[config.mk]
export PLATFORM = sky130hd
export DESIGN_NAME = defuzz_centroid
export DESIGN_NICKNAME = d
export VERILOG_FILES = /design/src/rtl/defuzz_pkg.sv /design/src/rtl/defuzz_div.sv /design/src/rtl/defuzz_centroid.sv
export SDC_FILE = /design/constraint.sdc
export NUM_CORES = 1
export LEC_CHECK = 0
export BUFFER_PORTS_ARGS = -buffer_cell sky130_fd_sc_hd__buf_4
export CAP_MARGIN = 30
export CORE_MARGIN = 3
export CORE_UTILIZATION = 69
export DETAILED_ROUTE_END_ITERATION = 12
export PLACE_DENSITY_LB_ADDON = 0.12
export SKIP_CTS_REPAIR_TIMING = 1
export SLEW_MARGIN = 20
export SYNTH_ARGS = -nofsm -noshare
export SYNTH_HDL_FRONTEND = slang
export SYNTH_HIERARCHICAL = 1
export SYNTH_SLANG_ARGS = --single-unit
[constraint.sdc]
create_clock -name Clk -period 29.7 [get_ports Clk]
set_clock_uncertainty 0.2 [all_clocks]
set_input_delay 7.425 -clock Clk [delete_from_list [all_inputs] [get_ports Clk]]
set_output_delay 7.425 -clock Clk [all_outputs]
set_load 0.02 [all_outputs]
[src/rtl/defuzz_pkg.sv]
// Shared definitions for the centroid defuzzifier: flag bit positions,
// FSM state encoding and the region center values for the 10-bit datapath.
package defuzz_pkg;

    localparam int FLAG_NEG   = 0;
    localparam int FLAG_ZERO  = 1;
    localparam int FLAG_POS   = 2;
    localparam int FLAG_INV   = 3;
    localparam int FLAG_EMPTY = 3;

    // Region centers sit at +/- one quarter of the 10-bit full scale.
    localparam int CENTER_NEG  = -256;
    localparam int CENTER_ZERO = 0;
    localparam int CENTER_POS  = 256;

    typedef enum logic [1:0] {
        ST_ACCUM  = 2'd0,
        ST_DIVIDE = 2'd1,
        ST_DONE   = 2'd2
    } state_t;

endpackage

[src/rtl/defuzz_div.sv]
// Iterative restoring divider, one quotient bit per cycle, MSB first.
// Caller guarantees the quotient fits in W bits (dividend < divisor * 2^W).
module defuzz_div #(
    parameter int W  = 10,
    parameter int SW = W + 4,
    parameter int DW = 2 * W + 4
) (
    input  logic          Clk,
    input  logic          Rst,
    input  logic          i_start,
    input  logic [DW-1:0] i_dividend,
    input  logic [SW-1:0] i_divisor,
    output logic          o_done,
    output logic [W-1:0]  o_quotient,
    output logic [SW-1:0] o_remainder
);

    localparam int CNT_W = $clog2(W + 1);

    logic [SW-1:0]    r_rem;
    logic [SW-1:0]    r_divisor;
    logic [W-1:0]     r_quo;
    logic [W-1:0]     r_low;
    logic [CNT_W-1:0] r_cnt;
    logic             r_busy;
    logic             r_done;

    logic [SW-1:0] w_rem_in;
    logic [SW-1:0] w_dvs;
    logic [SW:0]   w_shift;
    logic [SW-1:0] w_diff;
    logic [SW-1:0] w_rem_next;
    logic          w_bit;
    logic          w_qbit;

    // The start cycle performs the first iteration directly from the inputs,
    // so the upper dividend bits seed the partial remainder.
    assign w_rem_in   = i_start ? i_dividend[DW-1:W] : r_rem;
    assign w_bit      = i_start ? i_dividend[W-1] : r_low[W-1];
    assign w_dvs      = i_start ? i_divisor : r_divisor;
    assign w_shift    = {w_rem_in, w_bit};
    assign w_qbit     = (w_shift >= {1'b0, w_dvs});
    assign w_diff     = w_shift[SW-1:0] - w_dvs;
    assign w_rem_next = w_qbit ? w_diff : w_shift[SW-1:0];

    always_ff @(posedge Clk) begin
        if (Rst) begin
            r_rem     <= '0;
            r_divisor <= '0;
            r_quo     <= '0;
            r_low     <= '0;
            r_cnt     <= '0;
            r_busy    <= 1'b0;
            r_done    <= 1'b0;
        end else begin
            r_done <= 1'b0;
            if (i_start) begin
                r_rem     <= w_rem_next;
                r_divisor <= i_divisor;
                r_quo     <= {{(W-1){1'b0}}, w_qbit};
                r_low     <= {i_dividend[W-2:0], 1'b0};
                r_cnt     <= CNT_W'(1);
                r_busy    <= 1'b1;
            end else if (r_busy) begin
                r_rem <= w_rem_next;
                r_quo <= {r_quo[W-2:0], w_qbit};
                r_low <= {r_low[W-2:0], 1'b0};
                r_cnt <= r_cnt + CNT_W'(1);
                if (r_cnt == CNT_W'(W - 1)) begin
                    r_busy <= 1'b0;
                    r_done <= 1'b1;
                end
            end
        end
    end

    assign o_done      = r_done;
    assign o_quotient  = r_quo;
    assign o_remainder = r_rem;

endmodule

[src/rtl/defuzz_centroid.sv]
// Centroid defuzzifier: accumulates weighted region centers per frame, then
// divides by total weight. Define DEFUZZ_ROUND_EN for round-half-up results.
module defuzz_centroid
    import defuzz_pkg::*;
#(
    parameter int InData_limit = 10,
    parameter int RuleNum      = 8
) (
    input  logic                    Clk,
    input  logic                    Rst,
    input  logic                    InValid,
    output logic                    InReady,
    input  logic                    InLast,
    input  logic [3:0]              InFlag,
    input  logic [InData_limit-1:0] InDim,
    output logic                    OutValid,
    output logic [InData_limit-1:0] OutCrisp,
    output logic [3:0]              OutFlag
);

    localparam int W  = InData_limit;
    localparam int SW = W + 4;
    localparam int CW = 2 * W + 4;

    localparam logic signed [CW-1:0] C_NEG  = CW'(CENTER_NEG);
    localparam logic signed [CW-1:0] C_ZERO = CW'(CENTER_ZERO);
    localparam logic signed [CW-1:0] C_POS  = CW'(CENTER_POS);

    state_t                r_state;
    state_t                w_state_next;
    logic [SW-1:0]         r_sum_w;
    logic signed [CW-1:0]  r_sum_wc;
    logic [3:0]            r_cnt;
    logic                  r_empty;
    logic                  r_neg;
    logic [W-1:0]          r_out_crisp;
    logic [3:0]            r_out_flag;

    logic                  w_accept;
    logic                  w_close;
    logic                  w_region_ok;
    logic [W-1:0]          w_weight;
    logic signed [CW-1:0]  w_center;
    logic signed [CW-1:0]  w_contrib;
    logic [SW-1:0]         w_sum_w_next;
    logic signed [CW-1:0]  w_sum_wc_next;
    logic [CW-1:0]         w_mag;
    logic                  w_div_done;
    logic [W-1:0]          w_quo;
    logic [SW-1:0]         w_rem;
    logic                  w_round_up;
    logic [W-1:0]          w_q_mag;
    logic [W-1:0]          w_crisp;
    logic [W-1:0]          w_crisp_final;
    logic [3:0]            w_flag_final;

    assign w_accept    = InValid && (r_state == ST_ACCUM);
    assign w_close     = w_accept && (InLast || (r_cnt == 4'(RuleNum - 1)));
    assign w_region_ok = !InFlag[FLAG_INV] &&
                         (InFlag[FLAG_POS] || InFlag[FLAG_NEG] || InFlag[FLAG_ZERO]);
    assign w_weight    = w_region_ok ? InDim : '0;

    always_comb begin
        w_center = C_ZERO;
        if (InFlag[FLAG_POS]) begin
            w_center = C_POS;
        end else if (InFlag[FLAG_NEG]) begin
            w_center = C_NEG;
        end
    end

    assign w_contrib     = $signed({{(CW-W){1'b0}}, w_weight}) * w_center;
    assign w_sum_w_next  = r_sum_w + SW'(w_weight);
    assign w_sum_wc_next = r_sum_wc + w_contrib;
    assign w_mag         = w_sum_wc_next[CW-1] ? -w_sum_wc_next : w_sum_wc_next;

    // The divider is launched on the closing edge with the updated sums so its
    // W iterations line up with the W DIVIDE cycles.
    defuzz_div #(
        .W  (W),
        .SW (SW),
        .DW (CW)
    ) u_div (
        .Clk         (Clk),
        .Rst         (Rst),
        .i_start     (w_close),
        .i_dividend  (w_mag),
        .i_divisor   (w_sum_w_next),
        .o_done      (w_div_done),
        .o_quotient  (w_quo),
        .o_remainder (w_rem)
    );

`ifdef DEFUZZ_ROUND_EN
    assign w_round_up = ({w_rem, 1'b0} >= {1'b0, r_sum_w});
`else
    assign w_round_up = 1'b0;
`endif

    assign w_q_mag       = w_quo + {{(W-1){1'b0}}, w_round_up};
    assign w_crisp       = r_neg ? -w_q_mag : w_q_mag;
    assign w_crisp_final = r_empty ? '0 : w_crisp;

    always_comb begin
        w_flag_final = 4'b0010;
        if (r_empty) begin
            w_flag_final = 4'b1010;
        end else if (w_crisp_final[W-1]) begin
            w_flag_final = 4'b0001;
        end else if (w_crisp_final != '0) begin
            w_flag_final = 4'b0100;
        end
    end

    always_comb begin
        w_state_next = r_state;
        case (r_state)
            ST_ACCUM:  if (w_close) w_state_next = ST_DIVIDE;
            ST_DIVIDE: if (w_div_done) w_state_next = ST_DONE;
            ST_DONE:   w_state_next = ST_ACCUM;
            default:   w_state_next = ST_ACCUM;
        endcase
    end

    always_ff @(posedge Clk) begin
        if (Rst) begin
            r_state     <= ST_ACCUM;
            r_sum_w     <= '0;
            r_sum_wc    <= '0;
            r_cnt       <= '0;
            r_empty     <= 1'b0;
            r_neg       <= 1'b0;
            r_out_crisp <= '0;
            r_out_flag  <= '0;
        end else begin
            r_state <= w_state_next;
            if (w_accept) begin
                r_sum_w  <= w_sum_w_next;
                r_sum_wc <= w_sum_wc_next;
                r_cnt    <= r_cnt + 4'd1;
            end
            if (w_close) begin
                r_empty <= (w_sum_w_next == '0);
                r_neg   <= w_sum_wc_next[CW-1];
            end
            if ((r_state == ST_DIVIDE) && w_div_done) begin
                r_out_crisp <= w_crisp_final;
                r_out_flag  <= w_flag_final;
            end
            if (r_state == ST_DONE) begin
                r_sum_w  <= '0;
                r_sum_wc <= '0;
                r_cnt    <= '0;
            end
        end
    end

    // A reset landing on the DONE cycle suppresses the strobe.
    assign InReady  = (r_state == ST_ACCUM);
    assign OutValid = (r_state == ST_DONE) && !Rst;
    assign OutCrisp = r_out_crisp;
    assign OutFlag  = r_out_flag;

endmodule
==> flow_metrics.tcl <==
set metrics [dict create \
    clk_path_buf_depth 2 \
    fin_cells 1236 \
    cp.arrival_ns 16.55 \
    cts_tree "done" \
    drc_errors 0 \
    fmax_mhz 60.7 \
    finalHoldViolCount 0 \
    final_cell_area_um2 9400 \
    critical_path_class "input pin to register" \
    drive_above_1_share_pct 8.24 \
    yosys_most_used_dff "dfxtp_1" \
    hold_class "register to register" \
    synth_area_leaders "dfxtp_1, fa_1, ha_1, nor2_1, inv_1" \
    wl_um 19200 \
    crit_path_start_kind "input pin" \
    grt_pass1_vias 6718 \
    ctsRootBufferMaster "clkbuf_16" \
    area_growth_pct 7.70 \
    nets 1210 \
    maxSlewHeadroom_pct 35.6 \
    num_rows 40 \
    placed_cells 1218 \
    clock-sinks 104 \
    nFillCells 908 \
    worst_path_max_delay_cell "a32oi_1" \
    min_period_ns 16.48 \
    maxCapViolations 0 \
    dr.pass1.iters 5 \
    numCtsBuffers 9 \
    synth_cell_types 68 \
    grtUsageTotal_pct 27.9 \
    io_pins 34 \
    place_congestion 0.868 \
    final_core_util_pct 77.0 \
    yosysMostFrequentCell "nor2_1" \
    leakage_nw 4.25 \
    synthArstFlopShare_pct 0 \
    worstPathMaxFanout 17 \
    multi_input_area_um2 6040 \
    antenna_found_initial 0 \
    tightest_slew_ns 0.966 \
    ys_seq_area_share_pct 23.8 \
    cp_common_cell "fa_1" \
    synth_common_cells "nor2_1, inv_1, dfxtp_1" \
    setup_violations 0 \
    numPortBuffers 33 \
    syn_area_um2 8730 \
    yosys_register_bits 104 \
    grt_max_degree 66 \
    grt-ovfl-total 0 \
    num_vias 7149 \
    drt_iter0_markers 443 \
    vias_per_cell 5.78 \
    routedWlPerCell_um 15.5 \
    path_clk_slew_ns 0.08 \
    die_h_um 118 \
    rsz0062_at_grt "false" \
    p_per_area_nw_per_um2 86.6 \
    netlist.top_cell.by_area "dfxtp_1" \
    synthCells 1051 \
    cp.required_ns 29.78 \
    synth_edf_count 0 \
    ant_nets 0 \
    avgSynthCellArea_um2 8.31 \
    cpPeakStageDelay_ns 0.74 \
    layout_worst_path_cycle_share_pct 55.5 \
    cts_max_level 3 \
    start_util_pct 71.5 \
    total_power_mw 0.814 \
    synth_top_area_share_pct 23.8 \
    cp-end-kind "register" \
    regArea_um2 2080 \
    core_area_um2 12200 \
    grt_pass1_wl_um 32200 \
    dpl.hpwl_um 14400 \
    ir_worst_vdd_mv 0.192 \
    tns_ns 0 \
    dieWidth_um 118 \
    outcome "finished clean" \
    placed_cell_area_um2 9070 \
    clock_latency_ns 0.37 \
    dieArea_um2 14000 \
    diodes 0 \
    yosysWarningCount 6 \
    slew_violations 0 \
]
## critical path, delay by kind of cell
kind / cells / cell delay (ns)
and+or+nand+nor: 7 / 1.60
xor gates and xnor gates: 1 / 0.22
AOI/OAI and AO/OA: 9 / 2.94
adders and majority gates: 7 / 3.47
buffers and inverters: 6 / 0.61
muxes: 1 / 0.30
## cell type report
| class | instances | area share, % |
|---|---|---|
| Clock buffer | 9 | 2.40 |
| Clock inverter | 7 | 0.852 |
| Inverter | 121 | 4.83 |
| Multi-Input combinational cell | 787 | 64.2 |
| Sequential cell | 104 | 22.1 |
| Tap cell | 168 | 2.24 |
| Timing Repair Buffer | 40 | 3.35 |
## metal layers
layer,share of wire (%),GRT usage [%],vias to the layer above
met3,6.5,6.27,24
li1,-,-,3538
met5,0,0,-
met1,45,38.1,3402
met2,47,45.0,185
met4,1.6,7.17,0
## final timing paths
kind,endpoint,start,slack (ns),cells after the start
max,u_div/o_remainder[3],InFlag[0],13.22,31
min,OutFlag[3],OutFlag[3],0.26,2
max reg2reg,u_div/o_remainder[3],r_sum_wc[14],21.71,23
min reg2reg,OutFlag[3],OutFlag[3],0.26,2
## power by group
part	switching, mW	total (mW)	internal, mW	leakage, nW
clock network	0.0611	0.121	0.0601	0.146
logic	0.305	0.526	0.221	3.25
registers	0.0109	0.167	0.156	0.847
total	0.378	0.814	0.437	4.25
## cells by family (layout without fill, tap and decap cells)
kind of cell    Yosys count  count (layout)  synth area share, %
compound gates          193             193                 14.5
xor+xnor                 71              71                 7.12
fa+ha+maj               129             129                 23.2
buf+inv                 167             177                 7.42
flops                   104             104                 23.8
mux                      51              51                 6.10
other cells               1               8               0.0430
simple gates            335             335                 17.8
## metrics by stage
step                      setup slack [ns]  hold slack, ns
after floorplan                      13.94           0.236
after global routing                 12.56           0.279
after CTS                            13.09           0.260
final                                13.22           0.258
after detailed placement             12.74           0.250
after global placement               12.97           0.245
## sequential cells by signal (all words and copies together) (netlist names)
register and flops:
r_sum_w 14, u_div/r_busy 1, u_div/o_done 1, r_sum_wc 16, r_cnt 4, r_empty 1, r_neg 1, u_div/r_divisor 14
r_state 2, OutCrisp 9, u_div/r_low 9, u_div/r_cnt 4, u_div/o_quotient 10, u_div/o_remainder 14, OutFlag 4
## cells in the final DEF (no fill, tap or decap), types with 7 or more instances in the layout
master     netlist  routed
nor3_1          18      18
buf_4            2      38
mux2i_1         36      36
nor2_1         139     138
a21o_1          10      10
or3_1            9       9
nand2_1         86      86
nand3_1          8       8
conb_1           1       8
fa_1            55      55
xnor2_1         42      42
ha_1            74      74
clkbuf_16        0       9
mux2_2          14      14
nand2b_1        12      12
o21ai_0         23      23
xor2_1          29      29
a21oi_1         74      74
a211oi_1        26      26
nor4_1           8       8
dfxtp_1        104     104
nor3b_1         12      12
nor2b_1          9       9
o21a_1           8       7
inv_1          121     121
No activity file was read; power rests on OpenSTA's default activity.
